<file path="config.mk">
export PLATFORM = sky130hd
export DESIGN_NAME = mmio_timer_peripheral
export DESIGN_NICKNAME = d
export VERILOG_FILES = /design/src/rtl/mmio_pkg.sv /design/src/rtl/mmio_timer_peripheral_timer_core.sv /design/src/rtl/mmio_timer_peripheral.sv
export SDC_FILE = /design/constraint.sdc
export NUM_CORES = 1
export LEC_CHECK = 0
export ABC_AREA = 1
export BUFFER_PORTS_ARGS = -buffer_cell sky130_fd_sc_hd__buf_2
export CELL_PAD_IN_SITES_DETAIL_PLACEMENT = 1
export CELL_PAD_IN_SITES_GLOBAL_PLACEMENT = 1
export CORE_MARGIN = 4
export CORE_UTILIZATION = 30
export CTS_BUF_LIST = sky130_fd_sc_hd__clkbuf_8
export DETAILED_ROUTE_END_ITERATION = 8
export GPL_ROUTABILITY_DRIVEN = 1
export PLACE_DENSITY = 0.64
export SLEW_MARGIN = 25
export SYNTH_ARGS = -nofsm -noshare
export SYNTH_HDL_FRONTEND = slang
export SYNTH_SLANG_ARGS = --single-unit
</file>
<file path="constraint.sdc">
create_clock -name clk -period 3.3 [get_ports clk]
set_input_delay 0.99 -clock clk [delete_from_list [all_inputs] [get_ports clk]]
set_output_delay 0.99 -clock clk [all_outputs]
set_load 0.02 [all_outputs]
</file>
<file path="src/rtl/mmio_pkg.sv">
// Shared constants for the memory-mapped timer peripheral: register word
// offsets (Address[4:2]), TCON bit positions and the default window base.
package mmio_pkg;

  // Default base of the 32-byte peripheral window (32-byte aligned).
  localparam logic [31:0] DEFAULT_BASE_ADDR = 32'h4000_0000;

  // Word offsets within the window, i.e. byte offset >> 2.
  localparam logic [2:0] OFF_TH       = 3'd0; // 0x00
  localparam logic [2:0] OFF_TL       = 3'd1; // 0x04
  localparam logic [2:0] OFF_TCON     = 3'd2; // 0x08
  localparam logic [2:0] OFF_LED      = 3'd3; // 0x0C
  localparam logic [2:0] OFF_DIGI     = 3'd4; // 0x10
  localparam logic [2:0] OFF_SYSTICK  = 3'd5; // 0x14
  localparam logic [2:0] OFF_PRESCALE = 3'd6; // 0x18

  // TCON bit indices.
  localparam int TCON_EN    = 0;
  localparam int TCON_IRQEN = 1;
  localparam int TCON_IRQST = 2;

endpackage

</file>
<file path="src/rtl/mmio_timer_peripheral_timer_core.sv">
// Reloadable interval timer: TH (reload), TL (counter), TCON (enable,
// irq enable, sticky irq status). Optional prescaler when the macro
// TIMER_PRESCALER_EN is defined; otherwise the timer ticks every enabled
// cycle and the prescale output is tied to zero.
module timer_core
  import mmio_pkg::*;
#(
  parameter int PRESCALE_W = 16 // must not exceed 32
) (
  input  logic                  clk,
  input  logic                  reset,
  input  logic                  wr_th,
  input  logic                  wr_tl,
  input  logic                  wr_tcon,
`ifdef TIMER_PRESCALER_EN
  input  logic                  wr_pre,
`endif
  input  logic [31:0]           wdata,
  output logic [31:0]           th,
  output logic [31:0]           tl,
  output logic [2:0]            tcon,
  output logic [PRESCALE_W-1:0] prescale,
  output logic                  tick,
  output logic                  irq
);

  logic overflow;
  logic ovf_irq;

`ifdef TIMER_PRESCALER_EN
  localparam logic [PRESCALE_W-1:0] PRE_ONE = 1;
  logic [PRESCALE_W-1:0] pre_cnt;
  logic                  pre_hit;

  assign pre_hit = (pre_cnt == prescale);
  assign tick    = tcon[TCON_EN] && pre_hit;

  // Prescale register and divider; the divider restarts whenever the timer
  // is disabled or the divide ratio is rewritten.
  always_ff @(posedge clk or negedge reset) begin
    if (!reset) begin
      prescale <= '0;
      pre_cnt  <= '0;
    end else begin
      if (wr_pre) prescale <= wdata[PRESCALE_W-1:0];
      if (!tcon[TCON_EN] || wr_pre) pre_cnt <= '0;
      else if (pre_hit)             pre_cnt <= '0;
      else                          pre_cnt <= pre_cnt + PRE_ONE;
    end
  end
`else
  assign tick     = tcon[TCON_EN];
  assign prescale = '0;
`endif

  assign overflow = tick && (tl == 32'hFFFF_FFFF);
  assign ovf_irq  = overflow && tcon[TCON_IRQEN];
  assign irq      = tcon[TCON_IRQST];

  // TH is written only by the CPU; a write in an overflow cycle only affects
  // the next reload because TL samples the old TH at this same edge.
  always_ff @(posedge clk or negedge reset) begin
    if (!reset)     th <= '0;
    else if (wr_th) th <= wdata;
  end

  // Counter: a CPU write beats the tick; overflow reloads from TH.
  always_ff @(posedge clk or negedge reset) begin
    if (!reset)        tl <= '0;
    else if (wr_tl)    tl <= wdata;
    else if (overflow) tl <= th;
    else if (tick)     tl <= tl + 32'd1;
  end

  // Control/status: irq_status is sticky and an overflow in the same cycle
  // as a TCON write is OR-ed in so it is never lost.
  always_ff @(posedge clk or negedge reset) begin
    if (!reset) begin
      tcon <= '0;
    end else if (wr_tcon) begin
      tcon[TCON_EN]    <= wdata[TCON_EN];
      tcon[TCON_IRQEN] <= wdata[TCON_IRQEN];
      tcon[TCON_IRQST] <= wdata[TCON_IRQST] | ovf_irq;
    end else if (ovf_irq) begin
      tcon[TCON_IRQST] <= 1'b1;
    end
  end

endmodule

</file>
<file path="src/rtl/mmio_timer_peripheral.sv">
// Memory-mapped peripheral on the CPU data port: address decode, LED/DIGI
// registers, free-running SYSTICK, combinational read mux, and the interval
// timer (timer_core). Optional prescaler enabled by TIMER_PRESCALER_EN.
//
// Bus strobes: a load is MemRead && hit, answered combinationally in the
// same cycle with no wait states; a store is MemWrite && hit and commits at
// the next rising clk edge. There is no back-pressure. With both strobes
// high the read returns the value from before the store commits.
module mmio_timer_peripheral
  import mmio_pkg::*;
#(
  parameter logic [31:0] BASE_ADDR  = DEFAULT_BASE_ADDR,
  parameter int          PRESCALE_W = 16
) (
  input  logic        clk,
  input  logic        reset,
  input  logic [31:0] Address,
  input  logic [31:0] Write_data,
  input  logic        MemRead,
  input  logic        MemWrite,
  output logic [31:0] Read_data,
  output logic        hit,
  output logic        irq,
  output logic [7:0]  leds,
  output logic [11:0] digi
);

  logic [2:0]            offset;
  logic                  we;
  logic [31:0]           th;
  logic [31:0]           tl;
  logic [2:0]            tcon;
  logic [PRESCALE_W-1:0] prescale;
  logic                  tick;
  logic [31:0]           systick;
  logic                  unused_bits;

  // Byte lanes are not supported; the low address bits are ignored.
  assign unused_bits = &{1'b0, Address[1:0], tick};

  assign hit    = (Address[31:5] == BASE_ADDR[31:5]);
  assign offset = Address[4:2];
  assign we     = hit && MemWrite;

  timer_core #(
    .PRESCALE_W (PRESCALE_W)
  ) u_timer (
    .clk      (clk),
    .reset    (reset),
    .wr_th    (we && (offset == OFF_TH)),
    .wr_tl    (we && (offset == OFF_TL)),
    .wr_tcon  (we && (offset == OFF_TCON)),
`ifdef TIMER_PRESCALER_EN
    .wr_pre   (we && (offset == OFF_PRESCALE)),
`endif
    .wdata    (Write_data),
    .th       (th),
    .tl       (tl),
    .tcon     (tcon),
    .prescale (prescale),
    .tick     (tick),
    .irq      (irq)
  );

  // LED and seven-segment registers keep only their low bits.
  always_ff @(posedge clk or negedge reset) begin
    if (!reset) begin
      leds <= '0;
      digi <= '0;
    end else if (we) begin
      if (offset == OFF_LED)  leds <= Write_data[7:0];
      if (offset == OFF_DIGI) digi <= Write_data[11:0];
    end
  end

  // Free-running cycle counter, read-only, wraps naturally.
  always_ff @(posedge clk or negedge reset) begin
    if (!reset) systick <= '0;
    else        systick <= systick + 32'd1;
  end

  // Zero-latency read mux; returns 0 unless this block is being read.
  always_comb begin
    Read_data = '0;
    if (hit && MemRead) begin
      case (offset)
        OFF_TH:       Read_data = th;
        OFF_TL:       Read_data = tl;
        OFF_TCON:     Read_data = {29'd0, tcon};
        OFF_LED:      Read_data = {24'd0, leds};
        OFF_DIGI:     Read_data = {20'd0, digi};
        OFF_SYSTICK:  Read_data = systick;
        OFF_PRESCALE: Read_data = 32'(prescale);
        default:      Read_data = '0;
      endcase
    end
  end

endmodule

</file>
==> out/qor.csv <==
stage,metric,value,unit
outcome,status,"finished, violations left",
outcome,violations,negative setup slack,
pwr,power_leakage,4.48,nW
critical_path,crit_type,input pin to primary output,
floorplanning,core,0.0252,mm^2
logic_synthesis,ys_seq_area_frac,0.388,
logic_synthesis,synth_edf_count,0,
detailed_routing,drc,0,
logic_synthesis,netlist_area,0.00768,mm^2
detailed_routing,wl,30.8,mm
critical_path,reg2reg_depth,10,
global_route,grt_pass1_wl,47.8,mm
sta,fmax,299,MHz
global_route,grt_start_max_net_pins,50,
sta,slew_viol_final,0,
floorplanning,die_y,168,um
detailed_routing,vias_per_cell,5.13,
logic_synthesis,synthArstFlopShare,1.00,
floorplanning,rows,58,
cts,clk_pin_slew,0.09,ns
global_route,antenna_found_initial,1,
critical_path,reg2reg_from,u_timer.tl[0],
sta,tightest_slew,0.548,ns
global_route,grt_overflow_total,0,
critical_path,r2r_setup_slack,1.12,ns
sta,setup_tns,-0.219,ns
pwr,p_per_area,324,mW/mm^2
flow_run,cap_violations,0,
detailed_routing,ant_nets,0,
floorplanning,ios,122,
floorplanning,chipWidth,168,um
finish,finalInstanceArea,0.00980,mm^2
cts,cts_tree,yes,
critical_path,end_kind,primary output,
placement,dp_cells,1561,
detailed_routing,vias,8180,
logic_synthesis,ys.warnings.count,0,
placement,place_worst_setup_slack,-0.174,ns
finish,final_common_cell,nand2_1,
placement,post-dp-hpwl,23.7,mm
detailed_routing,drt_pre_antenna_iters,5,
global_route,grt_pass1_vias,8380,
critical_path,critPathSlowestCell,buf_4,
finish,fillers,3155,
cts,root_buffer,clkbuf_8,
cts,cts_hold_buf,0,
critical_path,arrival,2.35,ns
finish,final_cell_mix,"nand2_1 (302), inv_1 (122), dfrtp_1 (119)",
sta,setup_ws,-0.0425,ns
sta,rsz0062_at_grt,true,
pwr,irDropWorstVdd,0.000221,V
critical_path,crit_fanout,11,
sta,fin_crit_sh,1.01,
finish,nets,1323,
logic_synthesis,synth.area.top_cells,"dfrtp_1 (39%), nand2_1 (15%), nand3_1 (6.6%)",
logic_synthesis,yosysTopAreaCell,dfrtp_1,
worst_hold_path,hp-class,input pin to async pin,
sta,relSlewSlack,0.633,
placement,place_area,0.00887,mm^2
floorplanning,fp.dieArea,0.0282,mm^2
logic_synthesis,synthFlopType,dfrtp_1,
cts,clock_latency,0.46,ns
critical_path,critical-path-max-stage-delay,0.19,ns
logic_synthesis,synth_cells,1108,
critical_path,cp_cell_sequence,"buf_2, nor2_4, nand2_2, nor2_2, nand2_2, nor2_4, o211ai_1, buf_4, buf_6, a21oi_4, buf_6",
finish,drive_gt1_frac,0.215,
placement,numPortBuffers,119,
sta,fin_worst_skew,0.0121,ns
cts,clk_path_buf_depth,2,
logic_synthesis,synth_top_area_share,0.388,
finish,diodes,0,
placement,globalplace.congestion,0.864,
sta,hold_slack,0.464,ns
sta,period_minus_slack,3.34,ns
critical_path,crit_required,2.31,ns
critical_path,r2r_end,u_timer.tl[15],
cts,cts_sinks,119,
logic_synthesis,syn_nets,1178,
logic_synthesis,synth_seq_cells,119,
global_route,track_usage,0.217,
detailed_routing,wire_per_inst,19.3,um
critical_path,crit_path_start_kind,input pin,
detailed_routing,drtIter0Drc,569,
finish,area_delta_synth_final,27.6,%
cts,cts.htree.levels,4,
floorplanning,start_util,0.305,
sta,setup-violations-final,13,
finish,layoutNonFillerInstCount,1596,
logic_synthesis,syn_avg_cell_area,6.93,um^2
logic_synthesis,ys_types,40,
cts,tritoncts.num_buffers,17,
sta,hold_violations,0,
==> worst max-delay path by stage <==
stage,startpoint,depth (start not counted),end,slack (ns)
CTS,Address[5],11,Read_data[6],-0.08
global route,Address[21],11,Read_data[9],-0.16
finish,Address[10],11,Read_data[26],-0.04
detailed placement,Address[12],10,Read_data[6],-0.17
global placement,Address[12],10,Read_data[4],-0.12
floorplan,Address[28],8,Read_data[2],0.04
==> sequential cells by signal (all words and copies together) (netlist names) <==
register,cells
leds,8
systick,32
u_timer.tl,32
digi,12
u_timer.tcon,3
u_timer.th,32
==> cell families (layout without fill, tap and decap cells) <==
group | count (synthesis) | count (layout) | synth area share
buffers and inverters | 175 | 333 | 0.0941
adders and majority gates | 2 | 2 | 0.00326
xor gates and xnor gates | 37 | 37 | 0.0422
and+or+nand+nor | 641 | 641 | 0.377
AOI/OAI and AO/OA | 134 | 134 | 0.0962
DFF | 119 | 119 | 0.388
==> Yosys cell counts, drive strengths merged, types with 3 or more instances <==
cell and number:
nand3 108, xnor2 5, o22ai 23, clkinv 3, clkbuf 13, a221oi 4
nand2 310, nand3b 4, xor2 32, buf 31, nand4 65, nor2 133
inv 128, a31oi 7, nor3 17, a21oi 26, o21ai 68, dfrtp 119
==> routing by layer <==
metal | share of wire | vias up | global-route usage
li1 | - | 3936 | -
met1 | 0.45 | 3997 | 0.289
met2 | 0.48 | 210 | 0.360
met3 | 0.047 | 35 | 0.0411
met4 | 0.022 | 2 | 0.0607
met5 | 0.00023 | - | 0
==> what timing repair did <==
item	CTS	global route
pin swaps	7	18
buffers inserted	2	0
resized for setup	80	43
setup endpoints to repair	31	32
gates cloned	2	0
==> worst max-delay path, delay by kind of cell <==
| family | cells | cell delay [ns] |
|---|---|---|
| buf+inv | 4 | 0.62 |
| simple gates | 5 | 0.46 |
| compound gates | 2 | 0.27 |
==> report_power, final <==
part           total, W  leakage (nW)  internal [W]  switching [W]
sequential      0.00146          1.46       0.00146   0.0000000492
combinational  0.000225          2.82     0.0000850       0.000140
clock           0.00150         0.205      0.000794       0.000703
total           0.00318          4.48       0.00234       0.000843
==> cell type report <==
cell class	count	area [um^2]	share of cell area
timing repair buffer	170	1260	0.129
tap	330	413	0.0421
multi-input combinational	814	4220	0.430
inverter	131	494	0.0504
clock buffer	19	262	0.0267
clock inverter	13	173	0.0176
sequential	119	2980	0.304
==> per-stage QoR <==
step | power (W) | util
global placement | 0.00168 | 0.352
floorplan | 0.00154 | -
detailed placement | 0.00169 | 0.352
finish | 0.00318 | 0.389
global route | 0.00331 | 0.389
CTS | 0.00320 | 0.383
Power figures use the tool's default switching activity.
